===== config.mk =====
export PLATFORM = sky130hd
export DESIGN_NAME = mem_arbiter
export DESIGN_NICKNAME = d
export VERILOG_FILES = /design/src/rtl/mem_arb_pkg.sv /design/src/rtl/mem_arb_pick.sv /design/src/rtl/mem_arbiter.sv
export SDC_FILE = /design/constraint.sdc
export NUM_CORES = 1
export LEC_CHECK = 0
export ABC_AREA = 1
export BUFFER_PORTS_ARGS = -buffer_cell sky130_fd_sc_hd__buf_2
export CAP_MARGIN = 20
export CORE_AREA = 5 5 103 105
export DETAILED_ROUTE_END_ITERATION = 6
export DIE_AREA = 0 0 108 110
export HOLD_SLACK_MARGIN = 0.08
export PLACE_DENSITY = 0.66
export REMOVE_ABC_BUFFERS = 1
export SYNTH_ARGS = -nofsm -noshare
export SYNTH_HDL_FRONTEND = slang
export SYNTH_HIERARCHICAL = 1
export SYNTH_SLANG_ARGS = --single-unit
export TNS_END_PERCENT = 30

===== constraint.sdc =====
create_clock -name CLK -period 1.8 [get_ports CLK]
set_input_delay 0.18 -clock CLK [delete_from_list [all_inputs] [get_ports CLK]]
set_output_delay 0.18 -clock CLK [all_outputs]
set_load 0.05 [all_outputs]

===== src/rtl/mem_arb_pkg.sv =====
`default_nettype none
// +--------------------------------------------------------------------------+
// | mem_arb_pkg                                                              |
// | Shared encodings for the cache-to-memory line arbiter.                   |
// | Revision: 1.0                                                            |
// +--------------------------------------------------------------------------+
package mem_arb_pkg;

   typedef enum logic [1:0] {
      IDLE   = 2'd0,
      XFER_I = 2'd1,
      XFER_D = 2'd2,
      DONE   = 2'd3
   } state_t;

   typedef enum logic {
      OWN_I = 1'b0,
      OWN_D = 1'b1
   } owner_t;

   // Byte offset of a 32-bit word inside the address
   localparam int c_word_ofs = 2;

endpackage
`default_nettype wire


===== src/rtl/mem_arb_pick.sv =====
`default_nettype none
// +--------------------------------------------------------------------------+
// | mem_arb_pick                                                             |
// | Combinational owner selection between I and D line requests.             |
// | Revision: 1.0                                                            |
// +--------------------------------------------------------------------------+
module mem_arb_pick
   import mem_arb_pkg::*;
(
   input  logic   i_ireq,
   input  logic   i_dreq,
   input  logic   i_favour_d,
   output logic   o_valid,
   output owner_t o_owner
);

   always_comb begin
      o_valid = i_ireq | i_dreq;
      o_owner = OWN_D;
      // I takes the port when alone, or on a tie that currently favours I
      if (i_ireq && !(i_dreq && i_favour_d)) begin
         o_owner = OWN_I;
      end
   end

endmodule
`default_nettype wire


===== src/rtl/mem_arbiter.sv =====
`default_nettype none
// +--------------------------------------------------------------------------+
// | mem_arbiter                                                              |
// | Shares one memory port between I-cache refill and D-cache refill/        |
// | writeback, one whole line per grant. MEM_ARB_RR_EN selects round-robin   |
// | tie-breaking; otherwise D always wins a tie.                             |
// | Revision: 1.0                                                            |
// +--------------------------------------------------------------------------+
module mem_arbiter
   import mem_arb_pkg::*;
#(
   parameter int LINE_WORDS = 4,
   parameter int ADDR_W     = 32
)(
   input  logic                          CLK,
   input  logic                          RST,
   input  logic                          I_REQ,
   input  logic [ADDR_W-1:0]             I_ADDR,
   output logic                          I_RVALID,
   output logic [31:0]                   I_RDATA,
   output logic                          I_DONE,
   input  logic                          D_REQ,
   input  logic                          D_WE,
   input  logic [ADDR_W-1:0]             D_ADDR,
   input  logic [31:0]                   D_WDATA,
   output logic                          D_WREADY,
   output logic                          D_RVALID,
   output logic [31:0]                   D_RDATA,
   output logic                          D_DONE,
   output logic [$clog2(LINE_WORDS)-1:0] BEAT,
   output logic                          M_CS,
   output logic                          M_WE,
   output logic [ADDR_W-1:0]             M_ADDR,
   output logic [31:0]                   M_WDATA,
   input  logic [31:0]                   M_RDATA,
   input  logic                          M_RDY
);

   localparam int c_beat_w = $clog2(LINE_WORDS);
   localparam int c_base_w = ADDR_W - c_beat_w - c_word_ofs;
   localparam logic [c_beat_w-1:0] c_last_beat = c_beat_w'(LINE_WORDS - 1);

   state_t               r_state;
   state_t               w_state_nxt;
   owner_t               r_owner;
   logic                 r_we;
   logic [c_base_w-1:0]  r_base;
   logic [c_beat_w-1:0]  r_beat;
   logic [c_beat_w-1:0]  w_beat_nxt;
   logic                 w_latch;
   logic                 w_grant_valid;
   owner_t               w_grant_owner;
   logic                 w_favour_d;
   logic                 w_in_xfer;
   logic                 w_unused_addr_lsbs;

   assign w_unused_addr_lsbs = ^{I_ADDR[c_beat_w+c_word_ofs-1:0],
                                 D_ADDR[c_beat_w+c_word_ofs-1:0]};

`ifdef MEM_ARB_RR_EN
   logic r_favour_d;

   // Whoever was granted last loses the next tie
   always_ff @(posedge CLK) begin
      if (RST) begin
         r_favour_d <= 1'b1;
      end else if (w_latch) begin
         r_favour_d <= (w_grant_owner == OWN_I);
      end
   end

   assign w_favour_d = r_favour_d;
`else
   assign w_favour_d = 1'b1;
`endif

   mem_arb_pick u_pick (
      .i_ireq     (I_REQ),
      .i_dreq     (D_REQ),
      .i_favour_d (w_favour_d),
      .o_valid    (w_grant_valid),
      .o_owner    (w_grant_owner)
   );

   always_ff @(posedge CLK) begin
      if (RST) begin
         r_state <= IDLE;
         r_beat  <= '0;
         r_owner <= OWN_D;
         r_we    <= 1'b0;
         r_base  <= '0;
      end else begin
         r_state <= w_state_nxt;
         r_beat  <= w_beat_nxt;
         if (w_latch) begin
            r_owner <= w_grant_owner;
            r_we    <= (w_grant_owner == OWN_D) && D_WE;
            r_base  <= (w_grant_owner == OWN_D) ? D_ADDR[ADDR_W-1 -: c_base_w]
                                                : I_ADDR[ADDR_W-1 -: c_base_w];
         end
      end
   end

   always_comb begin
      w_state_nxt = r_state;
      w_beat_nxt  = r_beat;
      w_latch     = 1'b0;
      case (r_state)
         IDLE: begin
            if (w_grant_valid) begin
               w_latch     = 1'b1;
               w_beat_nxt  = '0;
               w_state_nxt = (w_grant_owner == OWN_D) ? XFER_D : XFER_I;
            end
         end
         XFER_I, XFER_D: begin
            // BEAT holds on the final word and wraps only when DONE is left
            if (M_RDY) begin
               if (r_beat == c_last_beat) begin
                  w_state_nxt = DONE;
               end else begin
                  w_beat_nxt = r_beat + c_beat_w'(1);
               end
            end
         end
         DONE: begin
            w_state_nxt = IDLE;
            w_beat_nxt  = '0;
         end
         default: begin
            w_state_nxt = IDLE;
            w_beat_nxt  = '0;
         end
      endcase
   end

   assign w_in_xfer = (r_state == XFER_I) || (r_state == XFER_D);

   always_comb begin
      M_CS     = w_in_xfer;
      M_WE     = (r_state == XFER_D) && r_we;
      M_ADDR   = {r_base, r_beat, {c_word_ofs{1'b0}}};
      M_WDATA  = '0;
      BEAT     = r_beat;
      I_RVALID = 1'b0;
      I_RDATA  = '0;
      I_DONE   = 1'b0;
      D_RVALID = 1'b0;
      D_RDATA  = '0;
      D_WREADY = 1'b0;
      D_DONE   = 1'b0;
      if (M_WE) begin
         M_WDATA = D_WDATA;
      end
      if ((r_state == XFER_I) && M_RDY) begin
         I_RVALID = 1'b1;
         I_RDATA  = M_RDATA;
      end
      if ((r_state == XFER_D) && M_RDY) begin
         if (r_we) begin
            D_WREADY = 1'b1;
         end else begin
            D_RVALID = 1'b1;
            D_RDATA  = M_RDATA;
         end
      end
      if (r_state == DONE) begin
         I_DONE = (r_owner == OWN_I);
         D_DONE = (r_owner == OWN_D);
      end
   end

endmodule
`default_nettype wire


# After elaboration in Yosys (flattened, before gate mapping)
# Cells that the tools add are included.
word_totals:
  wordCells: 51
  input_bits: 134
  reg_bits: 34
  out_inout_bits: 137
classes:
  reduce_logical: 11
  muxes: 24
  bitwise_logic: 2
  addsub: 1
  n_eq_ne: 8
ops:
  columns: ["operator", "count"]
  rows:
  - ["32-bit two-way mux", 4]
  - ["28-bit two-way mux", 1]
  - ["2-bit two-way mux", 7]
  - ["2-bit one-hot mux with 3 select lines", 2]
  - ["1-bit two-way mux", 10]
  - ["2-bit equality test (second input constant)", 3]
  - ["2-bit inequality test (second input constant)", 3]
  - ["3-bit AND reduction", 2]
  - ["1-bit logical AND", 5]
  - ["2-bit by 1-bit adder with 2-bit output (second input constant)", 1]
  - ["2-bit by 1-bit equality test with 1-bit output (second input constant)", 1]
  - ["2-bit zero test", 1]
  - ["2-bit by 1-bit inequality test with 1-bit output (second input constant)", 1]
  - ["2-bit OR reduction", 1]
  - ["1-bit zero test", 1]
  - ["1-bit logical OR", 1]
  - ["1-bit inverter", 1]
  - ["1-bit bitwise OR", 1]

# Logic depth before layout (Yosys ltp)
# Gate-level depths: netlist (run 1).
logic_depth:
  word_depth: 5
  ltp_mapped: 9
  mapped_depth_nobuf: 8

# By module
# Netlist (run 1), hierarchy kept.
modules_own_cells:
  columns: ["mod", "instances", "area_each_um2", "seq_area_each_um2", "cells_each"]
  rows:
  - ["mem_arbiter", 1, 2630.0, 680.7, 430]
  - ["mem_arb_pick", 1, 18.8, 0.0, 5]

# Worst setup path before layout (run 1)
# OpenSTA, ideal clock, no wires.
synth_path:
  kind: "register -> output"
  start: "register r_state[0]"
  end: "output D_RDATA[10]"
  required_time_ns: 1.620
  path_slack_ns: -0.705
  path_buffers: 1
  arrival_ns: 2.325
  stages_incl_launch_ff: 8
  cell_sequence: "dfxtp_1 -> inv_1 -> ha_1 -> nand2_1 -> nor2_1 -> inv_2 -> buf_6 -> nor2_1"
synth_via:
  elab_chain_cells: 3
synth_lines:
  columns: ["element", "line_no", "source"]
  rows:
  - ["from (decl)", "mem_arbiter.sv:43", "state_t r_state;"]
  - ["from (signal assigned)", "mem_arbiter.sv:93", "r_state <= w_state_nxt;"]
  - ["2-bit equality test", "mem_arbiter.sv:159", "if ((r_state == XFER_D) && M_RDY) begin"]
  - ["1-bit logical AND", "mem_arbiter.sv:159", null]
  - ["32-bit two-way mux", "mem_arbiter.sv:159", null]
  - ["to (decl)", "mem_arbiter.sv:28", "output logic [31:0] D_RDATA,"]
# Every way passes these cells.

# Worst setup path after layout (run 1)
layout_path:
  start: "register r_state[1]"
  end: "output I_RDATA[30]"
layout_via:
  elab_chain_cells: 3
layout_lines:
  columns: ["element", "line_no", "source"]
  rows:
  - ["2-bit by 1-bit equality test with 1-bit output", "mem_arbiter.sv:155", "if ((r_state == XFER_I) && M_RDY) begin"]
  - ["1-bit logical AND", "mem_arbiter.sv:155", null]
  - ["32-bit two-way mux", "mem_arbiter.sv:155", null]
  - ["to (decl)", "mem_arbiter.sv:20", "output logic [31:0] I_RDATA,"]
# Every way passes these cells.

==> metrics.yaml, run 1 <==
critical_path:
  crit_path_end_kind: "output pin"
  timing.critical_path.fanout_max: 33
  worst_ep_arrival_time_ns: 1.58
  worstSetupPathType: "reg2out"
  cp.required_ns: 1.62
  critical_path.startpoint_type: "flop"
die:
  die_w_um: 108
  floorplan.io_pins: 271
  start_util_pct: 27.7
  rows: 36
  die_height_um: 110
  core_area_sq_um: 9550
  floorplan.die_area_sq_um: 11900
placement:
  portBuffers: 260
  routabilityCongestion: 0.802
  placed_area_sq_um: 4060
  number_of_instances_in_the_placed_design: 811
  place_hpwl_mm: 8.30
global_routing:
  via_count_of_the_first_global_routing_pass: 3027
  gr-usage-all-layers_pct: 15.6
  grt_antenna_before_repair: 0
  first_pass_grt_wire_length_mm: 14.7
  grt_start_max_net_pins: 35
  global_route_total_overflow: 0
pwr:
  vdd.ir_drop.worst_v: 0.000620
  static-leakage-power_nw: 2.96
  power.density_cell_area_nw_per_um2: 1170
synth:
  synth.avg_cell_area_sq_um: 6.09
  synth_seq_cells: 34
  yosys_most_used_dff: "sky130_fd_sc_hd__dfxtp_1"
  post_synth_num_cell_types: 20
  synth_edf_count: 0
  synth-async-reset-ratio_pct: 0
  synth.yosys.seq_area_share_pct: 25.7
  yosys-top-cells-area: "sky130_fd_sc_hd__dfxtp_1 (26%), sky130_fd_sc_hd__nor2_1 (15%), sky130_fd_sc_hd__inv_1 (14%)"
  synth_most_common_cell: "sky130_fd_sc_hd__nor2_1"
  yosys_warns: 6
  synthDominantCellAreaShare_pct: 25.7
  synth_area_leader_cell: "sky130_fd_sc_hd__dfxtp_1"
  gate_count_after_technology_mapping: 435
  ys_top_cells_by_count: "sky130_fd_sc_hd__nor2_1 (106), sky130_fd_sc_hd__inv_1 (100), sky130_fd_sc_hd__nand2_1 (79), sky130_fd_sc_hd__dfxtp_1 (34), sky130_fd_sc_hd__nand3_1 (22)"
  synth_area_sq_um: 2650
route:
  drcViolationCount: 0
  route.detailed.wl_per_inst_um: 13.4
  routed-via-count: 3478
  viasPerCell: 4.22
  wl_mm: 11.1
  first_pass_iters: 4
  route.antenna.remaining_nets: 0
  initialDrtViolationCount: 196
sta:
  layout_min_cycle_time_ns: 1.76
  setup_viol: 0
  timing.slew.headroom_pct: 65.0
  slew_violations: 0
  rsz0062_at_grt: "yes"
  final_hold_violation_count: 0
  whs_ns: 0.162
  clock_skew_ns: 0.00424
  achievable-frequency_ghz: 0.568
  max_slew.worst_pin.slew_ns: 0.524
  fin_tns_setup_ns: 0
  finalCritPeriodShare_pct: 97.9
clock_network:
  numCtsBuffers: 5
  clk_path_buf_depth: 2
  cts.clk_slew.worst_paths_ns: 0.06
  worst_skew_pair.late_latency_ns: 0.29
  root_buffer: "sky130_fd_sc_hd__clkbuf_8"
  clock_tree.htree_level_count: 2
  clock_sinks: 34
  tritoncts: "yes"
finish:
  utilization_of_the_core_after_routing_pct: 48.8
  final_cell_count_no_fill: 824
  layout-area-overhead-vs-synth_pct: 75.8
  fin_nets: 831
  fillers: 990
  post_route_cell_area_sq_um: 4660
  final_layout_size_suffix_gt1_share_pct: 52.6
status:
  status: "completed"
min_path:
  hold_path_class: "in2reg"
run:
  drv.max_cap_violation_count: 0
-- kinds of logic (layout without fill, tap and decap cells) --
family | after synthesis | after routing | share of synthesized area (%)
simple gates | 220 | 220 | 34.9
buf+inv | 141 | 395 | 23.8
flops | 34 | 34 | 25.7
compound gates | 32 | 32 | 12.6
fa+ha+maj | 6 | 6 | 2.83
other cells | 2 | 4 | 0.284
-- per-layer routing --
| layer | part of all wire [%] | vias to the layer above | track usage [%] |
|---|---|---|---|
| li1 | - | 1776 | - |
| met1 | 36 | 1504 | 17.0 |
| met2 | 50 | 177 | 28.3 |
| met3 | 11 | 21 | 5.30 |
| met4 | 2.5 | 0 | 5.05 |
| met5 | 0 | - | 0 |
-- state kept, by name (all words and copies together) (netlist names) --
signal,count
r_we,1
r_state,2
r_base,28
BEAT,2
r_owner,1
-- per-stage QoR --
step,worst slack [ns],power (mW)
3_3_place_gp,0.221,4.58
4_1_cts,0.00708,5.24
6_report,0.0387,5.45
2_1_floorplan,-0.831,3.66
3_5_place_dp,0.154,4.59
5_1_grt,-0.0583,5.81
-- repair_timing --
action,4_1_cts,5_1_grt
hold buffers,1,0
hold endpoints to repair,1,0
pin swaps,0,3
setup buffers,0,2
resized for setup,37,126
cloned,0,3
endpoints found under the setup margin,32,66
-- final timing paths --
path	start	cells after the start	end	slack [ns]
max	r_state[1]	6	I_RDATA[30]	0.04
min	D_WE	3	r_we	0.16
max reg2reg	r_state[0]	9	r_base[19]	0.17
min reg2reg	r_base[5]	2	r_base[5]	0.49
-- layout make-up --
class	count	area (sq um)	area share, %
repair buffers	276	1820	39.1
multi-input cells	261	1480	31.7
flip-flops and latches	34	683	14.7
inverters	113	427	9.16
well taps	133	166	3.57
clock buffers	6	82.6	1.77
diodes	1	2.50	0.0537
-- where the power goes --
group	leakage, nW	total [mW]	switching, mW	internal [mW]
Sequential	0.283	1.17	0.172	0.999
Clock	0.0431	0.558	0.263	0.295
Combinational	2.63	3.72	2.63	1.08
Total	2.96	5.45	3.07	2.38
-- cells in the final DEF, fill, tap and decap left out --
cell type and n:
sky130_fd_sc_hd__buf_8 1, sky130_fd_sc_hd__a21oi_1 1, sky130_fd_sc_hd__diode_2 1, sky130_fd_sc_hd__o21ai_0 1, sky130_fd_sc_hd__nor2_2 26, sky130_fd_sc_hd__buf_2 195, sky130_fd_sc_hd__clkbuf_16 2, sky130_fd_sc_hd__nand2_2 2
sky130_fd_sc_hd__o211ai_1 9, sky130_fd_sc_hd__inv_1 99, sky130_fd_sc_hd__o211ai_2 20, sky130_fd_sc_hd__ha_1 5, sky130_fd_sc_hd__inv_2 13, sky130_fd_sc_hd__conb_1 3, sky130_fd_sc_hd__dlygate4sd3_1 1, sky130_fd_sc_hd__nand3_1 22
sky130_fd_sc_hd__ha_4 1, sky130_fd_sc_hd__nor2_4 7, sky130_fd_sc_hd__nand4_1 2, sky130_fd_sc_hd__o21ai_1 1, sky130_fd_sc_hd__dfxtp_1 32, sky130_fd_sc_hd__nand3_2 10, sky130_fd_sc_hd__buf_6 34, sky130_fd_sc_hd__buf_4 23
sky130_fd_sc_hd__nand2_1 78, sky130_fd_sc_hd__inv_4 1, sky130_fd_sc_hd__dfxtp_2 2, sky130_fd_sc_hd__clkbuf_8 6, sky130_fd_sc_hd__nor2_1 73, sky130_fd_sc_hd__clkbuf_4 15, sky130_fd_sc_hd__buf_12 5
-- critical path, cell delays in order, from the launching register on --
cell	delay, ns
sky130_fd_sc_hd__dfxtp_2	0.34
sky130_fd_sc_hd__inv_1	0.13
sky130_fd_sc_hd__ha_1	0.17
sky130_fd_sc_hd__nand2_1	0.08
sky130_fd_sc_hd__buf_12	0.17
sky130_fd_sc_hd__nor2_1	0.14
sky130_fd_sc_hd__clkbuf_4	0.25
(Power assumes the default switching activity.)
==> inputs of run 2 (changes only) <==
- HOLD_SLACK_MARGIN: 0.08 -> default
- REMOVE_ABC_BUFFERS: 1 -> default
==> run 2 against run 1 <==
Non-clock buffer count is 3 lower; global-route usage up 0.36 points; register-to-register slack improved by 0.11 ns; die area unchanged; flip-flop and latch count unchanged; utilization down 0.37 points.
==> metrics.yaml, run 2 (synthesis results as in run 1) <==
pwr:
  power.density_cell_area_nw_per_um2: 1230  # +4.8%
  static-leakage-power_nw: 2.96  # +0.17%
  vdd.ir_drop.worst_v: 0.000719  # +16%
global_routing:
  grt_start_max_net_pins: 35  # unchanged
  via_count_of_the_first_global_routing_pass: 3046  # +0.63%
  grt_antenna_before_repair: 1  # +1
  first_pass_grt_wire_length_mm: 15.1  # +2.9%
  gr-usage-all-layers_pct: 15.9  # +0.36 points
  global_route_total_overflow: 0  # unchanged
placement:
  routabilityCongestion: 0.802  # about the same
  placed_area_sq_um: 4200  # +3.5%
  place_worst_setup_slack_ns: 0.200  # +0.0462 ns
  portBuffers: 260  # unchanged
  place_hpwl_mm: 8.48  # +2.2%
  number_of_instances_in_the_placed_design: 811  # unchanged
die:
  die_w_um: 108  # unchanged
  start_util_pct: 27.7  # unchanged
  floorplan.die_area_sq_um: 11900  # unchanged
  rows: 36  # unchanged
  core_area_sq_um: 9550  # unchanged
  die_height_um: 110  # unchanged
  floorplan.io_pins: 271  # unchanged
route:
  first_pass_iters: 4  # unchanged
  wl_mm: 10.6  # -4.5%
  viasPerCell: 4.07  # -3.7%
  routed-via-count: 3342  # -3.9%
  route.antenna.remaining_nets: 0  # unchanged
  initialDrtViolationCount: 141  # -28%
  route.detailed.wl_per_inst_um: 12.9  # -4.3%
  drcViolationCount: 0  # unchanged
finish:
  final_cell_count_no_fill: 822  # -0.24%
  fin_nets: 828  # -0.36%
  final_layout_size_suffix_gt1_share_pct: 52.7  # +0.076 points
  insertedDiodeCount: 0  # -1
  layout-area-overhead-vs-synth_pct: 74.4
  utilization_of_the_core_after_routing_pct: 48.4  # -0.37 points
  post_route_cell_area_sq_um: 4620  # -0.75%
  fillers: 1004  # +1.4%
  mostFrequentLayoutCell: "sky130_fd_sc_hd__buf_2"
  register_containing_the_most_flip_flops_in_the_final_layout: "r_base"
  layout.cells.most_common_list: "sky130_fd_sc_hd__buf_2 (206), sky130_fd_sc_hd__inv_1 (99), sky130_fd_sc_hd__nand2_1 (79)"
  number_of_flip_flops_under_the_largest_register_name: 28  # unchanged
sta:
  post-route-worst-setup-slack_ns: 0.0630  # +0.0243 ns
  achievable-frequency_ghz: 0.576  # +1.4%
  rsz0062_at_grt: "yes"
  fin_tns_setup_ns: 0  # unchanged
  final_hold_violation_count: 0  # unchanged
  timing.slew.headroom_pct: 65.4  # +0.35 points
  slew_violations: 0  # unchanged
  setup_viol: 0  # unchanged
  layout_min_cycle_time_ns: 1.74  # -0.0243 ns
  clock_skew_ns: 0.00697  # +0.00273 ns
  max_slew.worst_pin.slew_ns: 0.519  # -0.00518 ns
  finalCritPeriodShare_pct: 96.5  # -1.4 points
critical_path:
  timing.critical_path.fanout_max: 16  # -52%
  critical_path.startpoint_type: "flop"
  worstSetupPathType: "reg2out"
  regToRegStartpoint: "r_state[0]"
  worstSetupStartpoint: "r_state[0]"
  cp.required_ns: 1.62  # about the same
  crit_path_end_kind: "output pin"
  worst_ep_arrival_time_ns: 1.56  # -0.02 ns
clock_network:
  numCtsBuffers: 5  # unchanged
  cts_hold_repair.buffers: 0  # -1
  clk_path_buf_depth: 2  # unchanged
  worst_skew_pair.late_latency_ns: 0.28  # about the same
  root_buffer: "sky130_fd_sc_hd__clkbuf_8"
  tritoncts: "yes"
  clock_sinks: 34  # unchanged
  cts.clk_slew.worst_paths_ns: 0.08  # +0.02 ns
  clock_tree.htree_level_count: 2  # unchanged
min_path:
  hold_start: "RST"
  hold_path_class: "in2reg"
run:
  drv.max_cap_violation_count: 0  # unchanged
status:
  status: "completed"
## run 2: cell types whose count changed in the layout (fill, tap and decap cells not counted), sizes merged
cell	change
buf	-2
bufinv	+2
clkbuf	-1
clkinv	+1
diode	-1
dlygate4sd3	-1
## run 2: cell type report
class	count	area, sq um	share of cell area, %
Clock buffer	5	68.8	1.49
Clock inverter	3	68.8	1.49
Inverter	113	424	9.18
Multi-Input combinational cell	261	1450	31.3
Sequential cell	34	683	14.8
Tap cell	133	166	3.60
Timing Repair Buffer	273	1760	38.2
## run 2: path summary, 6_finish.rpt
| check | endpoint | depth (start not counted) | slack (ns) |
|---|---|---|---|
| max | D_RDATA[16] | 8 | 0.06 |
| min reg2reg | r_base[3] | 2 | 0.50 |
| min | r_we | 2 | 0.07 |
| max reg2reg | r_base[19] | 9 | 0.28 |
## run 2: worst max-delay path: stages (launching register included)
cell,delay [ns]
sky130_fd_sc_hd__dfxtp_2,0.32
sky130_fd_sc_hd__inv_2,0.05
sky130_fd_sc_hd__ha_2,0.17
sky130_fd_sc_hd__nand2_1,0.08
sky130_fd_sc_hd__nor2_4,0.10
sky130_fd_sc_hd__inv_2,0.08
sky130_fd_sc_hd__buf_16,0.17
sky130_fd_sc_hd__nor2_2,0.13
sky130_fd_sc_hd__buf_6,0.18
## run 2: what timing repair did
item / 4_1_cts / 5_1_grt
buffers inserted: 2 / 0
setup endpoints to repair: 34 / 32
resized for setup: 53 / 34
cloned: 1 / 0
## run 2: report_power, final
part	leakage, nW	internal, mW	switching [mW]
clock network	0.0683	0.555	0.305
registers	0.283	0.997	0.161
logic	2.61	1.06	2.59
total	2.96	2.61	3.05
## run 2: layer usage
metal / vias up / share of wire, % / GRT usage (%)
met5: - / 0 / 0
met4: 0 / 1.6 / 4.60
met3: 10 / 11 / 5.01
met2: 163 / 48 / 28.3
met1: 1399 / 39 / 18.4
li1: 1770 / - / -
## run 2: stage by stage
| stage | total power, mW | hold WS (ns) |
|---|---|---|
| 6_report | 5.66 | 0.0668 |
| 5_1_grt | 6.04 | 0.0558 |
| 4_1_cts | 5.69 | 0.0497 |
| 3_5_place_dp | 4.67 | 0.363 |
| 3_3_place_gp | 4.65 | 0.354 |
| 2_1_floorplan | 3.92 | 0.249 |
